<file path="config.mk">
export PLATFORM = sky130hd
export DESIGN_NAME = cache_fill_fsm_flat
export DESIGN_NICKNAME = d
export VERILOG_FILES = /design/src/rtl/cache_pkg.sv /design/src/rtl/cache_fill_fsm_if.sv /design/src/rtl/add_sub_16.sv /design/src/rtl/dff.sv /design/src/rtl/fill_counter.sv /design/src/rtl/cache_fill_fsm.sv /design/src/flat_wrapper.sv
export SDC_FILE = /design/constraint.sdc
export NUM_CORES = 1
export LEC_CHECK = 0
export CAP_MARGIN = 25
export CORE_MARGIN = 4
export CORE_UTILIZATION = 40
export DETAILED_ROUTE_END_ITERATION = 8
export GPL_ROUTABILITY_DRIVEN = 0
export PLACE_DENSITY = 0.76
export SYNTH_ARGS = -nofsm -noshare
export SYNTH_HDL_FRONTEND = slang
export SYNTH_SLANG_ARGS = --single-unit
</file>
<file path="constraint.sdc">
create_clock -name clk -period 1.8 [get_ports clk]
set_clock_uncertainty 0.05 [all_clocks]
set_input_delay 0.36 -clock clk [delete_from_list [all_inputs] [get_ports clk]]
set_output_delay 0.36 -clock clk [all_outputs]
set_load 0.01 [all_outputs]
</file>
<file path="src/rtl/cache_pkg.sv">
// Shared constants for the cache miss-fill controller: block geometry and
// FSM state encoding.
package cache_pkg;
  localparam int BLOCK_WORDS = 8;
  localparam int WORD_OFS_W  = $clog2(BLOCK_WORDS);
  localparam int CNT_W       = WORD_OFS_W + 1;

  // Byte-offset bits inside one block (16-bit words, so twice the word count)
  localparam logic [15:0] BLK_OFS_MASK = 16'(2 * BLOCK_WORDS - 1);

  localparam logic [0:0] ST_IDLE = 1'b0;
  localparam logic [0:0] ST_FILL = 1'b1;
endpackage

</file>
<file path="src/rtl/cache_fill_fsm_if.sv">
// Cache-side and memory-side signals of one fill controller, bundled so the
// controller (master) and its surroundings (slave) share one declaration.
interface cache_fill_fsm_if import cache_pkg::*; #(
  parameter int ADDR_W = 16,
  parameter int OFS_W  = WORD_OFS_W
);
  logic              miss_detected;
  logic [ADDR_W-1:0] miss_address;
  logic              fsm_busy;
  logic              mem_req;
  logic [ADDR_W-1:0] memory_address;
  logic              memory_data_valid;
  logic              write_data_array;
  logic [OFS_W-1:0]  fill_word;
  logic              write_tag_array;

  modport master (
    input  miss_detected, miss_address, memory_data_valid,
    output fsm_busy, mem_req, memory_address, write_data_array, fill_word,
           write_tag_array
  );

  modport slave (
    output miss_detected, miss_address, memory_data_valid,
    input  fsm_busy, mem_req, memory_address, write_data_array, fill_word,
           write_tag_array
  );
endinterface

</file>
<file path="src/rtl/add_sub_16.sv">
// Library 16-bit adder/subtractor cell.
module add_sub_16 (
  input  logic [15:0] a_i,
  input  logic [15:0] b_i,
  input  logic        sub_i,
  output logic [15:0] y_o
);
  assign y_o = sub_i ? (a_i - b_i) : (a_i + b_i);
endmodule

</file>
<file path="src/rtl/dff.sv">
// Library flop cell: W-bit register with asynchronous active-high reset to 0.
module dff #(
  parameter int W = 1
) (
  input  logic         clk,
  input  logic         rst,
  input  logic [W-1:0] d_i,
  output logic [W-1:0] q_o
);
  always_ff @(posedge clk or posedge rst) begin
    if (rst) q_o <= '0;
    else     q_o <= d_i;
  end
endmodule

</file>
<file path="src/rtl/fill_counter.sv">
// Word counter for one side of a block fill: synchronous clear has priority
// over increment; storage is a library dff cell.
module fill_counter import cache_pkg::*; #(
  parameter int W = CNT_W
) (
  input  logic         clk,
  input  logic         rst,
  input  logic         clr_i,
  input  logic         en_i,
  output logic [W-1:0] cnt_o
);
  logic [W-1:0] cnt_d, cnt_q;

  always_comb begin
    cnt_d = cnt_q;
    if (clr_i)     cnt_d = '0;
    else if (en_i) cnt_d = cnt_q + W'(1);
  end

  dff #(.W(W)) u_cnt_dff (
    .clk (clk),
    .rst (rst),
    .d_i (cnt_d),
    .q_o (cnt_q)
  );

  assign cnt_o = cnt_q;
endmodule

</file>
<file path="src/rtl/cache_fill_fsm.sv">
// Miss-handling controller: stalls the pipeline, streams one block from main
// memory and writes each returned word, then the tag, into the cache arrays.
module cache_fill_fsm import cache_pkg::*; #(
  parameter int BLOCK_WORDS = 8,
  parameter int ADDR_W      = 16
) (
  input  logic                  clk,
  input  logic                  rst,
  cache_fill_fsm_if.master      bus
);
  localparam int OFS_W = $clog2(BLOCK_WORDS);
  localparam int CW    = OFS_W + 1;
  localparam logic [ADDR_W-1:0] OFS_MASK = ADDR_W'(2 * BLOCK_WORDS - 1);

  logic [0:0]        state_q, state_d;
  logic [ADDR_W-1:0] base_q, base_d;
  logic [CW-1:0]     issue_cnt, recv_cnt;
  logic [15:0]       addr_sum;
  logic              in_fill, start, issue_en, recv_en, last_word;

  assign in_fill   = (state_q == ST_FILL);
  assign start     = (state_q == ST_IDLE) && bus.miss_detected;
  assign issue_en  = in_fill && (issue_cnt < CW'(BLOCK_WORDS));
  // Returns beyond the last word of the block are dropped, never written
  assign recv_en   = in_fill && bus.memory_data_valid && (recv_cnt < CW'(BLOCK_WORDS));
  assign last_word = recv_en && (recv_cnt == CW'(BLOCK_WORDS - 1));

  always_comb begin
    state_d = state_q;
    base_d  = base_q;
    if (start) begin
      state_d = ST_FILL;
      base_d  = bus.miss_address & ~OFS_MASK;
    end else if (last_word) begin
      state_d = ST_IDLE;
    end
  end

  always_ff @(posedge clk or posedge rst) begin
    if (rst) begin
      state_q <= ST_IDLE;
      base_q  <= '0;
    end else begin
      state_q <= state_d;
      base_q  <= base_d;
    end
  end

  fill_counter #(.W(CW)) u_issue_cnt (
    .clk   (clk),
    .rst   (rst),
    .clr_i (start),
    .en_i  (issue_en),
    .cnt_o (issue_cnt)
  );

  fill_counter #(.W(CW)) u_recv_cnt (
    .clk   (clk),
    .rst   (rst),
    .clr_i (start),
    .en_i  (recv_en),
    .cnt_o (recv_cnt)
  );

  // Word index doubled into a byte offset; base is block-aligned so no carry-out
  add_sub_16 u_addr_add (
    .a_i   (base_q),
    .b_i   ({{(16 - CW - 1){1'b0}}, issue_cnt, 1'b0}),
    .sub_i (1'b0),
    .y_o   (addr_sum)
  );

  assign bus.fsm_busy         = in_fill | start;
  assign bus.mem_req          = issue_en;
  assign bus.memory_address   = issue_en ? addr_sum : '0;
  assign bus.write_data_array = recv_en;
  assign bus.fill_word        = recv_en ? recv_cnt[OFS_W-1:0] : '0;
  assign bus.write_tag_array  = last_word;
endmodule

</file>
<file path="src/flat_wrapper.sv">
// flat-port wrapper written by rule: the top's interface ports become plain ports
module cache_fill_fsm_flat import cache_pkg::*;
#(
  parameter int BLOCK_WORDS = 8,
  parameter int ADDR_W      = 16
)
  (clk, rst, bus_miss_detected, bus_miss_address, bus_memory_data_valid, bus_fsm_busy, bus_mem_req, bus_memory_address, bus_write_data_array, bus_fill_word, bus_write_tag_array);
  cache_fill_fsm_if #(.ADDR_W(ADDR_W), .OFS_W(3)) bus_i ();
  input  logic clk;
  input  logic rst;
  input wire logic [$bits(bus_i.miss_detected)-1:0] bus_miss_detected;
  input wire logic [$bits(bus_i.miss_address)-1:0] bus_miss_address;
  input wire logic [$bits(bus_i.memory_data_valid)-1:0] bus_memory_data_valid;
  output wire logic [$bits(bus_i.fsm_busy)-1:0] bus_fsm_busy;
  output wire logic [$bits(bus_i.mem_req)-1:0] bus_mem_req;
  output wire logic [$bits(bus_i.memory_address)-1:0] bus_memory_address;
  output wire logic [$bits(bus_i.write_data_array)-1:0] bus_write_data_array;
  output wire logic [$bits(bus_i.fill_word)-1:0] bus_fill_word;
  output wire logic [$bits(bus_i.write_tag_array)-1:0] bus_write_tag_array;
  assign bus_i.miss_detected = bus_miss_detected;
  assign bus_i.miss_address = bus_miss_address;
  assign bus_i.memory_data_valid = bus_memory_data_valid;
  assign bus_fsm_busy = bus_i.fsm_busy;
  assign bus_mem_req = bus_i.mem_req;
  assign bus_memory_address = bus_i.memory_address;
  assign bus_write_data_array = bus_i.write_data_array;
  assign bus_fill_word = bus_i.fill_word;
  assign bus_write_tag_array = bus_i.write_tag_array;
  cache_fill_fsm #(.BLOCK_WORDS(BLOCK_WORDS), .ADDR_W(ADDR_W)) u_core (.clk(clk), .rst(rst), .bus(bus_i));
endmodule
</file>
; Word-level counts from Yosys, hierarchy flattened
; Index checks and enable logic that the tools add are counted.
; W data, S select, Z words.
[totals]
reg_bits = 21
in_bits = 20
out_inout_bits = 23
wordCells = 28
[op_classes]
addsub = 3
magnitude_cmp = 2
eq_ne = 1
muxes = 8
bitwise_logic = 2
n_reduce_logical = 8
[op_table]
columns = cell, n
row1 = $add A16 B5 Y16, 1
row2 = $mux W16, 1
row3 = $mux W4, 4
row4 = $add A4 B1 Y4 const B, 2
row5 = $lt A4 B4 Y1 const B, 2
row6 = $reduce_bool A2 Y1, 3
row7 = $logic_and A1 B1 Y1, 5
row8 = $eq A4 B3 Y1 const B, 1
row9 = $mux W3, 1
row10 = $mux W1, 2
row11 = $not A1 Y1, 1
row12 = $or A1 B1 Y1, 1

; Logic depth before layout (Yosys ltp)
[depth]
ltp_word = 5
ltp_mapped = 4
mapped_depth_nobuf = 4

; Cells and area by module
; Synthesis repeated with hierarchy kept, for this count alone.
[hier_totals]
cells_unflattened = 226
area_unflattened_um2 = 2094.5
[by_module_without_submodules]
columns = module, n_inst, cells_each, area_per_inst_um2, seq_area_each_um2
row1 = add_sub_16, 1, 136, 988.4, 0.0
row2 = cache_fill_fsm, 1, 56, 713.2, 325.3
row3 = dff, 2, 5, 103.8, 100.1
row4 = fill_counter, 2, 12, 92.6, 0.0

; Least setup slack after synthesis
; No wires, ideal clock.
[synth_timing]
path_type = reg-to-output
start = register u_core.u_issue_cnt.u_cnt_dff.q_o[3]
end = output bus_memory_address[15]
t_arrival_ns = 1.484
required_ns = 1.390
path_slack_ns = -0.094
path_stages_with_launch = 5
n_path_buf = 0
path_cell_list = dfrtp_1 > ha_1 > nand4_2 > or4_1 > a21oi_1
[synth_between]
elab_chain_len = 3
word_cells_on_any_way = 4
cone_classes = add/sub (1) / order compare (1) / mux (1) / reduce/logical (1)
[synth_rtl]
columns = element, line
row1 = from (decl), dff.sv:8  ; output logic [W-1:0] q_o
row2 = from (signal assigned), dff.sv:12  ; else q_o <= d_i;
row3 = branches (longest 2 deep; another with $add A16 B5 Y16), n/a
row4 = $mux W16 *, cache_fill_fsm.sv:75  ; assign bus.memory_address = issue_en ? addr_sum : '0;
row5 = to (decl), flat_wrapper.sv:16  ; output wire logic [$bits(bus_i.memory_address)-1:0] bus_memory_address;
; Mark *: on every way between the ends.

; Final worst setup path
[layout_timing]
start = register u_core.base_q[4]
end = output bus_memory_address[11]
[layout_between]
elab_chain_len = 2
[layout_rtl]
columns = element, line
row1 = from (decl), cache_fill_fsm.sv:16  ; logic [ADDR_W-1:0] base_q, base_d;
row2 = from (signal assigned), cache_fill_fsm.sv:45  ; base_q <= base_d;
row3 = $add A16 B5 Y16, add_sub_16.sv:8  ; assign y_o = sub_i ? (a_i - b_i) : (a_i + b_i);
row4 = $mux W16, cache_fill_fsm.sv:75
; Every way passes these cells.

==> results.md <==
- Hold buffers post-CTS: 0
- Final Cycle Share: 129.3%
- CTS buffer count: 3
- Pint: ~2.0 mW
- Startpoint types: flop
- Die X: between 60 and 70 µm
- #FFs+latches synth: 21
- Initial antenna violation count: 0
- Worst reg-to-reg path cell count: 4
- Die Area: between 3000 and 4000 µm²
- First-pass GRT wire length: 5982 µm
- Sequential fraction of design power: 29.4%
- Area growth, synth to finish: 72.13%
- Area contributors post-synth: dfrtp_1 (44%), mux2_2 (8.5%), and2_1 (4.2%), ha_1 (4.2%), nor2_1 (3.1%)
- Final Hold Vio Count: 0
- Proportion of layout cells with a drive suffix above 1: between 50% and 60%
- Reg2reg end: u_core.base_q[15]$_DFFE_PP0P_
- Fmax: 429.7 MHz
- Synthesis warning total: 0
- # diodes: 0
- Most frequent cells in the layout: buf_4 (39), dfrtp_1 (20), buf_2 (16)
- CP Capture Type: output pin
- Antenna-violating nets left: 0
- CP max FO: 5
- Netlist cell types: 35
- Initial DRC count: 52
- Largest net degree at the start of global routing: 22
- Tmin final: between 2 and 2.5 ns
- Dpl hpwl: around 2600 µm
- Drc violations: 0
- Utilization after layout: between 70% and 80%
- Gate power share: between 60% and 70%
- Vias in the first global route: approximately 1300
- Setup TNS: -4.225 ns
- Core Area: about 2800 µm²
- DRT Wirelength: 3667 µm
- WS Path Type: flop to output pin
- CTS clock-pin slew for the worst setup and hold paths: between 0.1 and 0.15 ns
- Deepest clock path buffer count: 2
- Critical path origin: u_core.base_q[4]$_DFFE_PP0P_
- Initial Utilization: a little over two fifths
- GRT overflow: 0
- Reg-to-reg slack, setup: roughly 0.37 ns
- Row count: 19
- Share of the yosys chip area belonging to registers: 43.84%
- Failing checks: negative setup slack
- Via Count: approximately 1200
- Wirelength per Cell: ~16 µm
- Root Buffer: clkbuf_4
- Switching Share: 40.65%
- Clock power share: under 10%
- Final setup margin: -0.5271 ns
- # setup viols final: 14
- Worst-skew pair later-pin latency: 0.31 ns
- H-tree Lvls: 1
- I/O pin cnt: between 40 and 50
- Most common cell after layout, fill and taps aside: buf_4
- RSZ-0062 raised after global routing: yes
- Leakage: between 0.9 and 1 nW
- Psw: 1.373 mW
- CP arrival: approximately 1.9 ns
- Critical Path RT: approximately 1.4 ns
- Hold Crit Class: primary input to asynchronous set/reset pin
- Port Buf Inserts: 37
- Status: complete, but fails checks
- Routed vias/inst: between 5 and 6
- Area share of the largest cell type after synthesis: a little over two fifths
- Die height: 62.74 µm
- Pwr dens: approximately 1600 nW/µm²
- Clk sinks: 21
- FF-to-FF Start: u_core.in_fill$_DFFE_PP0P_
- Mapped Avg Cell Area: 10.07 µm²
- Setup crit end: bus_memory_address[11]
- CTS tree: done
- Total GRT Usage: around a fifth
- Synth Net Count: about 140
- Synthesized cell area: between 1000 and 1500 µm²
- Post-Synthesis Cells: 119
- Nets: 226
- Biggest area consumer among synthesized cells: dfrtp_1
- Max-slew violation count: 0
- Max cap viols: 0
- IR drop worst, VDD: ~0.00094 V
- First-pass DRT Iterations: 4
flip-flops by register name, summed over array words and instances, names as in the netlist:
register and cells:
u_core.u_recv_cnt.u_cnt_dff.q_o 4, u_core.base_q 12, u_core.u_issue_cnt.u_cnt_dff.q_o 4, u_core.in_fill 1
worst max-delay path, cell delays in order (launching register included):
cell and delay [ns]:
dfrtp_1 0.43, buf_6 0.12, ha_4 0.13, nand4_4 0.14
buf_4 0.18, buf_6 0.11, o21a_1 0.16, o21a_1 0.19
buf_2 0.14
through the flow:
step	setup slack [ns]	hold slack, ns	cells	power, mW	area, µm²
finish	-0.5271	0.3214	232	3.377	2063
detailed placement	-0.5582	0.4710	213	2.793	1838
global placement	-0.4672	0.4599	213	2.696	1838
global route	-0.6078	0.3547	232	3.623	2063
CTS	-0.5639	0.3228	230	3.184	1978
floorplan	-0.01844	0.2865	119	1.780	1221
final cells by class:
cell class / count / area, µm²
clock buffer: 3 / 22.52
clock inverter: 1 / 5.005
fill: 192 / 742.0
inverter: 4 / 20.02
multi-input combinational: 89 / 794.5
sequential: 21 / 526.8
tap: 31 / 38.79
timing repair buffer: 83 / 655.6
worst min path at each step:
stage                                                                  to  slack, ns  cells after the start
final                                          u_core.in_fill$_DFFE_PP0P_       0.32                      3
after global routing      u_core.u_issue_cnt.u_cnt_dff.q_o[2]$_DFFE_PP0P_       0.35                      3
after CTS                                      u_core.in_fill$_DFFE_PP0P_       0.32                      3
after detailed placement                     u_core.base_q[4]$_DFFE_PP0P_       0.47                      1
after global placement                       u_core.base_q[4]$_DFFE_PP0P_       0.46                      1
after floorplan                             u_core.base_q[10]$_DFFE_PP0P_       0.29                      1
power by group through the flow:
stage               Combinational, mW  Sequential, mW  Clock (mW)
finish                           2.15           0.994       0.234
global route                     2.34            1.02       0.265
CTS                              1.98           0.962       0.242
detailed placement               1.83           0.958           0
global placement                 1.76           0.938           0
floorplan                       0.848           0.933           0
synthesized netlist by cell type, drive strengths merged:
master  instances
a21oi           7
a41oi           2
and2            8
and3            1
and3b           1
buf             3
clkbuf          2
clkinv          1
conb            1
dfrtp          21
ha              4
inv             3
mux2           10
mux2i           1
nand2           7
nand2b          1
nand3           3
nand3b          1
nand4           3
nand4b          1
nor2           10
nor2b           2
nor3            1
o21a            2
o21ai           4
o31ai           4
or2             1
or3             2
or4             4
xnor2           4
xor2            4
cell families after synthesis:
kind of cell    count (synthesis)  synth area share, %
flops                          21                43.84
other cells                     1               0.3129
buf+inv                         9                3.340
xor+xnor                        8                5.845
mux                            11                10.23
compound gates                 19                9.812
fa+ha+maj                       4                4.176
simple gates                   46                22.44
routing by layer:
layer / GRT usage, % / wire length (µm) / vias up
met4: 5.785 / 38 / 0
met1: 21.57 / 1519 / 596
li1: - / - / 584
met5: 0 / 0 / -
met2: 33.02 / 1893 / 40
met3: 5.755 / 215 / 4
timing repair:
item / 4_1_cts / 5_1_grt
setup endpoints to repair: 22 / 18
pin swaps: 4 / 12
buffers inserted: 14 / 3
gates resized for setup: 100 / 29
gates cloned: 0 / 0
No activity file was read; power rests on OpenSTA's default activity.
